## config.mk

```make
export PLATFORM = sky130hd
export DESIGN_NAME = stopwatch_display_scan
export DESIGN_NICKNAME = d
export VERILOG_FILES = /design/src/rtl/stopwatch_display_scan.sv
export SDC_FILE = /design/constraint.sdc
export NUM_CORES = 1
export LEC_CHECK = 0
export BUFFER_PORTS_ARGS = -buffer_cell sky130_fd_sc_hd__buf_4
export CAP_MARGIN = 10
export CORE_UTILIZATION = 41
export CTS_BUF_LIST = sky130_fd_sc_hd__clkbuf_16
export DETAILED_ROUTE_END_ITERATION = 10
export MAX_ROUTING_LAYER = met4
export PLACE_DENSITY_LB_ADDON = 0.25
export RECOVER_POWER = 50
export SLEW_MARGIN = 20
export SYNTH_ARGS = -nofsm -noshare
export SYNTH_HDL_FRONTEND = slang
export SYNTH_SLANG_ARGS = --single-unit
```

## constraint.sdc

```tcl
create_clock -name clk -period 2.9 [get_ports clk]
set_input_delay 0.145 -clock clk [delete_from_list [all_inputs] [get_ports clk]]
set_output_delay 0.145 -clock clk [all_outputs]
set_load 0.05 [all_outputs]
```

## src/rtl/stopwatch_display_scan.sv

```systemverilog
// Four-digit multiplexed 7-segment driver for the stopwatch BCD time bus.
// Snapshots the time once per scan frame, with leading-zero blanking, pause blink and bad-BCD flag.
module stopwatch_display_scan #(
    parameter int SCAN_DIV     = 50000,
    parameter int BLINK_FRAMES = 64
) (
    input  logic        clk,
    input  logic        RESET,
    input  logic [16:1] Q,
    input  logic        ON_OFF,
    input  logic        BLANK_LZ,
    output logic [6:0]  SEG,
    output logic        DP,
    output logic [4:1]  AN,
    output logic        FRAME,
    output logic        ERR
);

    localparam int PW = $clog2(SCAN_DIV);
    localparam int BW = (BLINK_FRAMES > 1) ? $clog2(BLINK_FRAMES) : 1;

    logic [PW-1:0] pre, pre_n;
    logic [1:0]    idx, idx_n;
    logic [16:1]   snap, snap_n;
    logic [BW-1:0] bcnt, bcnt_n;
    logic          phase, phase_n;
    logic          tick, frame_start, dark;
    logic [3:0]    nib;
    logic [4:1]    an_n;
    logic [6:0]    seg_n;
    logic          dp_n;

    function automatic logic [6:0] seg_decode(input logic [3:0] d);
        case (d)
            4'd0:    seg_decode = 7'b1000000;
            4'd1:    seg_decode = 7'b1111001;
            4'd2:    seg_decode = 7'b0100100;
            4'd3:    seg_decode = 7'b0110000;
            4'd4:    seg_decode = 7'b0011001;
            4'd5:    seg_decode = 7'b0010010;
            4'd6:    seg_decode = 7'b0000010;
            4'd7:    seg_decode = 7'b1111000;
            4'd8:    seg_decode = 7'b0000000;
            4'd9:    seg_decode = 7'b0010000;
            default: seg_decode = 7'b0111111;
        endcase
    endfunction

    function automatic logic bad_bcd(input logic [16:1] t);
        bad_bcd = (t[4:1] > 4'd9) || (t[8:5] > 4'd9) || (t[12:9] > 4'd9) || (t[16:13] > 4'd9);
    endfunction

    assign tick        = (pre == PW'(SCAN_DIV - 1));
    assign frame_start = tick && (idx == 2'd3);

    always_comb begin
        pre_n   = tick ? '0 : pre + 1'b1;
        idx_n   = tick ? idx + 2'd1 : idx;
        snap_n  = frame_start ? Q : snap;
        bcnt_n  = bcnt;
        phase_n = phase;
        // Running display always wins over the blink step, even on a frame-start tick
        if (ON_OFF) begin
            bcnt_n  = '0;
            phase_n = 1'b0;
        end else if (frame_start) begin
            if (bcnt == BW'(BLINK_FRAMES - 1)) begin
                bcnt_n  = '0;
                phase_n = ~phase;
            end else begin
                bcnt_n = bcnt + 1'b1;
            end
        end

        case (idx_n)
            2'd0:    nib = snap_n[4:1];
            2'd1:    nib = snap_n[8:5];
            2'd2:    nib = snap_n[12:9];
            default: nib = snap_n[16:13];
        endcase

        dark  = phase_n || ((idx_n == 2'd3) && BLANK_LZ && (nib == 4'd0));
        an_n  = dark ? 4'b1111 : ~(4'b0001 << idx_n);
        seg_n = dark ? 7'b1111111 : seg_decode(nib);
        dp_n  = !(!dark && (idx_n == 2'd2));
    end

    always_ff @(posedge clk) begin
        if (!RESET) begin
            pre   <= '0;
            idx   <= 2'd3;
            snap  <= '0;
            bcnt  <= '0;
            phase <= 1'b0;
            AN    <= 4'b1111;
            SEG   <= 7'b1111111;
            DP    <= 1'b1;
            FRAME <= 1'b0;
            ERR   <= 1'b0;
        end else begin
            pre   <= pre_n;
            idx   <= idx_n;
            snap  <= snap_n;
            bcnt  <= bcnt_n;
            phase <= phase_n;
            FRAME <= frame_start;
            // Display outputs move only on a digit tick, one cycle after it
            if (tick) begin
                AN  <= an_n;
                SEG <= seg_n;
                DP  <= dp_n;
                ERR <= bad_bcd(snap_n);
            end
        end
    end

endmodule

```

* After elaboration in Yosys (flattened, before gate mapping)
Memory sizes are Yosys's and may differ from the RTL's.
Cells that the tools add are included.
** Storage, ports and cells
- Register bits after elaboration :: 55
- Latch bits :: 0
- Bits in writable memories :: 0
- ROM bits :: 112
- Input port bits :: 20
- Output and inout bits :: 14
- Word-level logic and storage cells :: 51
- Memories kept :: 1
** Memory list
- (name not given) :: depth 16, bits a word 7, rd ports 1, clocked after memory_dff 0, wr ports 0, line 34 : case (d)
** Operators by class
- $add $sub $neg :: 3
- Multipliers :: 0
- Div/mod/pow operators :: 0
- $lt $le $gt $ge :: 4
- Equal/unequal tests :: 6
- Shift operators :: 1
- Muxes and demuxes :: 9
- Bitwise gates (word level) :: 3
- Reductions and logical operators :: 14
** Operators by type and width (count)
- adder 16 x 1 -> 16 bit (second input constant) :: 1
- == test 16 bit (second input constant) :: 1
- greater-than comparator 4 bit (second input constant) :: 4
- two-way mux 16 bit :: 1
- one-hot mux 4 bit (3 select lines) :: 1
- two-way mux 7 bit :: 1
- adder 6 x 1 -> 6 bit (second input constant) :: 1
- == test 2 bit (second input constant) :: 3
- == test 6 bit (second input constant) :: 1
- two-way mux 6 bit :: 1
- logical AND 1 bit :: 4
- logical NOT 4 bit :: 1
- logical OR 1 bit :: 4
- two-way mux 4 bit :: 1
- NOT 4 bit :: 1
- OR reduction 2 bit :: 2
- << shifter 1 x 2 -> 4 bit (first input constant) :: 1
- two-way mux 1 bit :: 3
- adder 2 x 1 -> 2 bit (second input constant) :: 1
- == test 2 x 1 -> 1 bit (second input constant) :: 1
- logical NOT 1 bit :: 2
- logical NOT 2 bit :: 1
- two-way mux 2 bit :: 1
- NOT 1 bit :: 2

* Logic depth before layout (Yosys ltp)
- Depth after elaboration :: 10
- Depth in mapped cells :: 16
- Mapped depth without buffers :: 13

* Worst setup path after synthesis
No wires, ideal clock.
- Path kind :: flip-flop to flip-flop
- Start :: register idx[0]
- End :: register AN[1] (netlist name)
- Library setup time :: 0.117 ns
- Arrival time :: 2.737 ns
- Data required time :: 2.783 ns
- Slack :: 0.046 ns
- Cell stages (with the launch flop) :: 17
- Path buffers :: 3
- Clock period less this slack :: 2.854 ns
- Path through :: dfxtp_1 > ha_1 > and4_1 > and4b_1 > buf_6 > buf_12 > buf_4 > mux2i_1 > nor2_1 > a21oi_1 > a21oi_1 > inv_1 > ha_1 > nand4_1 > o21bai_1 > nand2_1 > o22a_1
** Between the ends
- Longest elaborated chain between the ends :: 8
- Elaborated cells between the ends (all ways) :: 19
- Classes of those cells :: add/sub (1); eq/ne (4); shift (1); mux (6); bitwise (1); reduce/logical (6)
** Ends and longest elaborated chain
- start, declared :: line 23 : logic [1:0] idx, idx_n;
- start signal, assigned :: line 102 : idx <= idx_n;
- adder 2 x 1 -> 2 bit / == test 2 bit (equally long branches) :: line 58, 54
- two-way mux 2 bit / logical AND 1 bit (equally long branches) :: line 58, 54
- == test 2 bit (tied with other cells) :: line 75 : case (idx_n)
- one-hot mux 4 bit (3 select lines) :: line 75
- logical NOT 4 bit :: line 82 : dark = phase_n || ((idx_n == 2'd3) && BLANK_LZ && (nib == 4'd0));
- logical AND 1 bit :: line 82
- logical OR 1 bit :: line 82
- two-way mux 4 bit * :: line 83 : an_n = dark ? 4'b1111 : ~(4'b0001 << idx_n);
- end signal, assigned :: line 109 : AN <= an_n;
- end, declared :: line 14 : output logic [4:1] AN,
Mark *: on every way between the ends. The rest lies on a longest branch, timed or not.
A chain may end at the register's enable or synchronous reset.

* Worst setup path after layout
- Start :: register pre[0]
- End :: register SEG[0]
** Between the ends
- Longest elaborated chain between the ends :: 8
- Elaborated cells between the ends (all ways) :: 17
- Classes of those cells :: eq/ne (4); mux (6); reduce/logical (6); memory (1)
** Ends and longest elaborated chain
- start, declared :: line 22 : logic [PW-1:0] pre, pre_n;
- start signal, assigned :: line 101 : pre <= pre_n;
- == test 16 bit * :: line 53 : assign tick = (pre == PW'(SCAN_DIV - 1));
- branches (longest 7 deep; another with memory (16 x 7 bit))
- end signal, assigned :: line 110 : SEG <= seg_n;
- end, declared :: line 12 : output logic [6:0] SEG,
Mark *: on every way between the ends.

==> flow_summary.yaml <==
layout:
  fin_nets: 349
  utilization_pct: 53.2
  antenna_cells: 0
  fill_cells: 574
  area_growth_pct: 23.4
  drive_gt1_share_pct: 24.4
  fin_cells: 395
worst_setup_path:
  cp-start-kind: "flip-flop"
  critical_path_peak_fanout: 8
  crit_type: "flip-flop to flip-flop"
  crit_end: "SEG[0]$_SDFFE_PN1N_"
  startpoint: "pre[0]$_SDFF_PP0_"
  endpoint_kind: "flip-flop"
  cp.required_ns: 3.14
  rrSetupSlack_ns: 0.14
  arrival_ns: 3.00
  r2r_end: "SEG[0]$_SDFFE_PN1N_"
  r2r_start: "pre[0]$_SDFF_PP0_"
  rr_worst_depth: 12
synth:
  syn_area_sq_um: 2600
  synth_mux_area_share_pct: 9.44
  yosys.area_share.simple_pct: 22.4
  synthAdderAreaFrac_pct: 4.34
  synth.avg_cell_area_sq_um: 9.77
  async_flop_share_pct: 0
  synth_top_family_by_area: "simple AND/OR/NAND/NOR gates"
  yosysSeqAreaShare_pct: 41.6
  synth.distinct_cells: 50
  synth.most_common_cell: "dfxtp_1"
  synth_top_area_share_pct: 41.6
  synthFlopType: "dfxtp_1"
  synth-xor-area-share_pct: 7.47
  yosys_register_bits: 54
  synth_common_cells: "dfxtp_1 (54), nor2_1 (37), mux2i_1 (20)"
  synth_edf_count: 0
  synth_top_area_cell: "dfxtp_1"
  syn-num-nets: 295
  netlist_instances: 266
  synth_compound_area_share_pct: 11.5
  synth_top_cells_by_area: "dfxtp_1 (42%), mux2i_1 (7.7%), nor2_1 (5.3%)"
  yosys_warnings: 0
pwr:
  power.leakage_nw: 1.21
  p_switching_w: 0.000276
  powerDensity_nw_per_um2: 423
  clkPwrFrac_pct: 41.4
  power_frac_seq_pct: 55.2
  p_int_w: 0.00108
  power_frac_comb_pct: 3.4
  vdd_drop_max_mv: 0.297
  swShare_pct: 20.4
route:
  firstDrtPassIters: 4
  drc: 0
  first_iter_violations: 81
  wl_per_cell_microns: 13.7
  viasPerCell: 5.06
  num_vias: 1999
  wirelength_mm: 5.43
  ant_nets: 0
placement:
  dp_hpwl_mm: 3.82
  placedCellCount: 376
  port_buffers: 33
  place_congestion: 0.872
clock_tree:
  tritoncts: "built"
  cts_root_buffer: "clkbuf_16"
  clock_latency_ns: 0.29
  ctsHtreeMaxLevel: 2
  clk_path_buf_depth: 2
  clkTransAtPathRegs_ns: 0.07
  cts.sinks: 54
  ctsHoldBuffers: 0
  numCtsBuffers: 5
sta:
  hold_violations: 0
  finalSetupViolCount: 0
  fmax_ghz: 0.362
  tightest_slew_ns: 0.604
  slew_headroom_pct: 59.9
  skew_ns: 0.00357
  maxSlewViolCount: 0
  fin_worst_hold_slack_ns: 0.146
  finalCriticalPeriod_ns: 2.76
  period_share_pct: 95.2
die:
  initial_core_util_pct: 43.1
  die_w_microns: 81.6
  core_area_sq_um: 6030
  die_area_sq_um: 6660
  io_pins: 34
  die_h_microns: 81.6
  rows: 28
global_route:
  grt_pass1_wl_mm: 8.48
  grt_pass1_vias: 1809
  track_usage_pct: 17.6
  antenna_found_initial: 0
  grt_max_degree: 26
  grt_overflow: 0
job:
  drv_cap: 0
min_path:
  hold_class: "primary input to flip-flop"
run_status:
  outcome: "completed"
## stage by stage
stage	area (sq um)	setup slack (ns)	setup TNS [ns]	power (W)
floorplan	2600	0.0463	0	0.000782
global placement	2970	0.0487	0	0.000810
detailed placement	2970	-0.00438	-0.0107	0.000810
CTS	3120	0.0325	0	0.00137
global route	3200	-0.0356	-0.193	0.00139
finish	3200	0.140	0	0.00136
## worst min-delay path by stage
stage,cells past startpoint,endpoint,from
CTS,2,idx[1]$_SDFF_PN1_,RESET
finish,3,snap[5]$_SDFF_PN0_,Q[5]
global route,3,snap[5]$_SDFF_PN0_,Q[5]
global placement,2,idx[1]$_SDFF_PN1_,RESET
detailed placement,2,idx[1]$_SDFF_PN1_,RESET
floorplan,1,pre[1]$_SDFF_PP0_,RESET
## layout by cell type (no fill, tap or decap), types with 8 or more instances in the layout
cell	count
a21oi_1	12
buf_4	40
clkbuf_1	14
dfxtp_1	50
mux2i_1	17
nand2_1	16
nand3_1	8
nor2_1	37
nor2b_1	15
xor2_1	12
## power by group through the flow
stage,clock [W],combinational [W],sequential (W)
4_1_cts,0.000574,0.0000455,0.000748
6_report,0.000561,0.0000462,0.000748
3_3_place_gp,0,0.0000449,0.000765
5_1_grt,0.000593,0.0000514,0.000748
3_5_place_dp,0,0.0000449,0.000765
2_1_floorplan,0,0.0000182,0.000764
## sequential cells by signal, summed over array words and instances (netlist names)
signal / count
pre: 16
bcnt: 6
phase: 1
idx: 2
ERR: 1
snap: 16
AN: 4
SEG: 7
FRAME: 1
## worst max-delay path: stages (launching register included)
cell     delay (ns)
dfxtp_2        0.35
ha_2           0.20
and4_1         0.19
and4b_2        0.28
buf_12         0.15
mux2i_2        0.28
mux2i_1        0.16
mux2i_4        0.23
ha_2           0.22
nand4_1        0.11
and2_4         0.18
o21ai_4        0.20
o22a_1         0.16
## cells by family after synthesis
logic type	Yosys count
buffers and inverters	14
XOR/XNOR	20
adder cells (fa/ha/maj)	9
AO/OA/AOI/OAI	40
AND/OR/NAND/NOR	107
multiplexers	22
flip-flops	54
## layer usage
metal	part of all wire [%]	global-route usage, %	wire length [microns]
met4	1.8	8.25	99
met2	48	27.9	2580
met3	2.9	3.56	158
met1	48	21.3	2580
met5	0	-	0
## cell type report
cell class              instances  area (sq um)  share of cell area (%)
clock buffers                   5           125                    3.90
clock inverters                 2          7.51                   0.234
inverters                       5          18.8                   0.586
multi-input cells             198          1470                    46.0
flip-flops and latches         54          1090                    34.0
well taps                      75          93.8                    2.93
repair buffers                 56           398                    12.4
## timing repair
item | 4_1_cts | 5_1_grt
setup buffers | 0 | 11
gates cloned | 0 | 1
pin swaps | 0 | 10
endpoints found under the setup margin | 5 | 9
gates resized for setup | 3 | 16
Note: power is estimated with default switching activity, not from simulation.
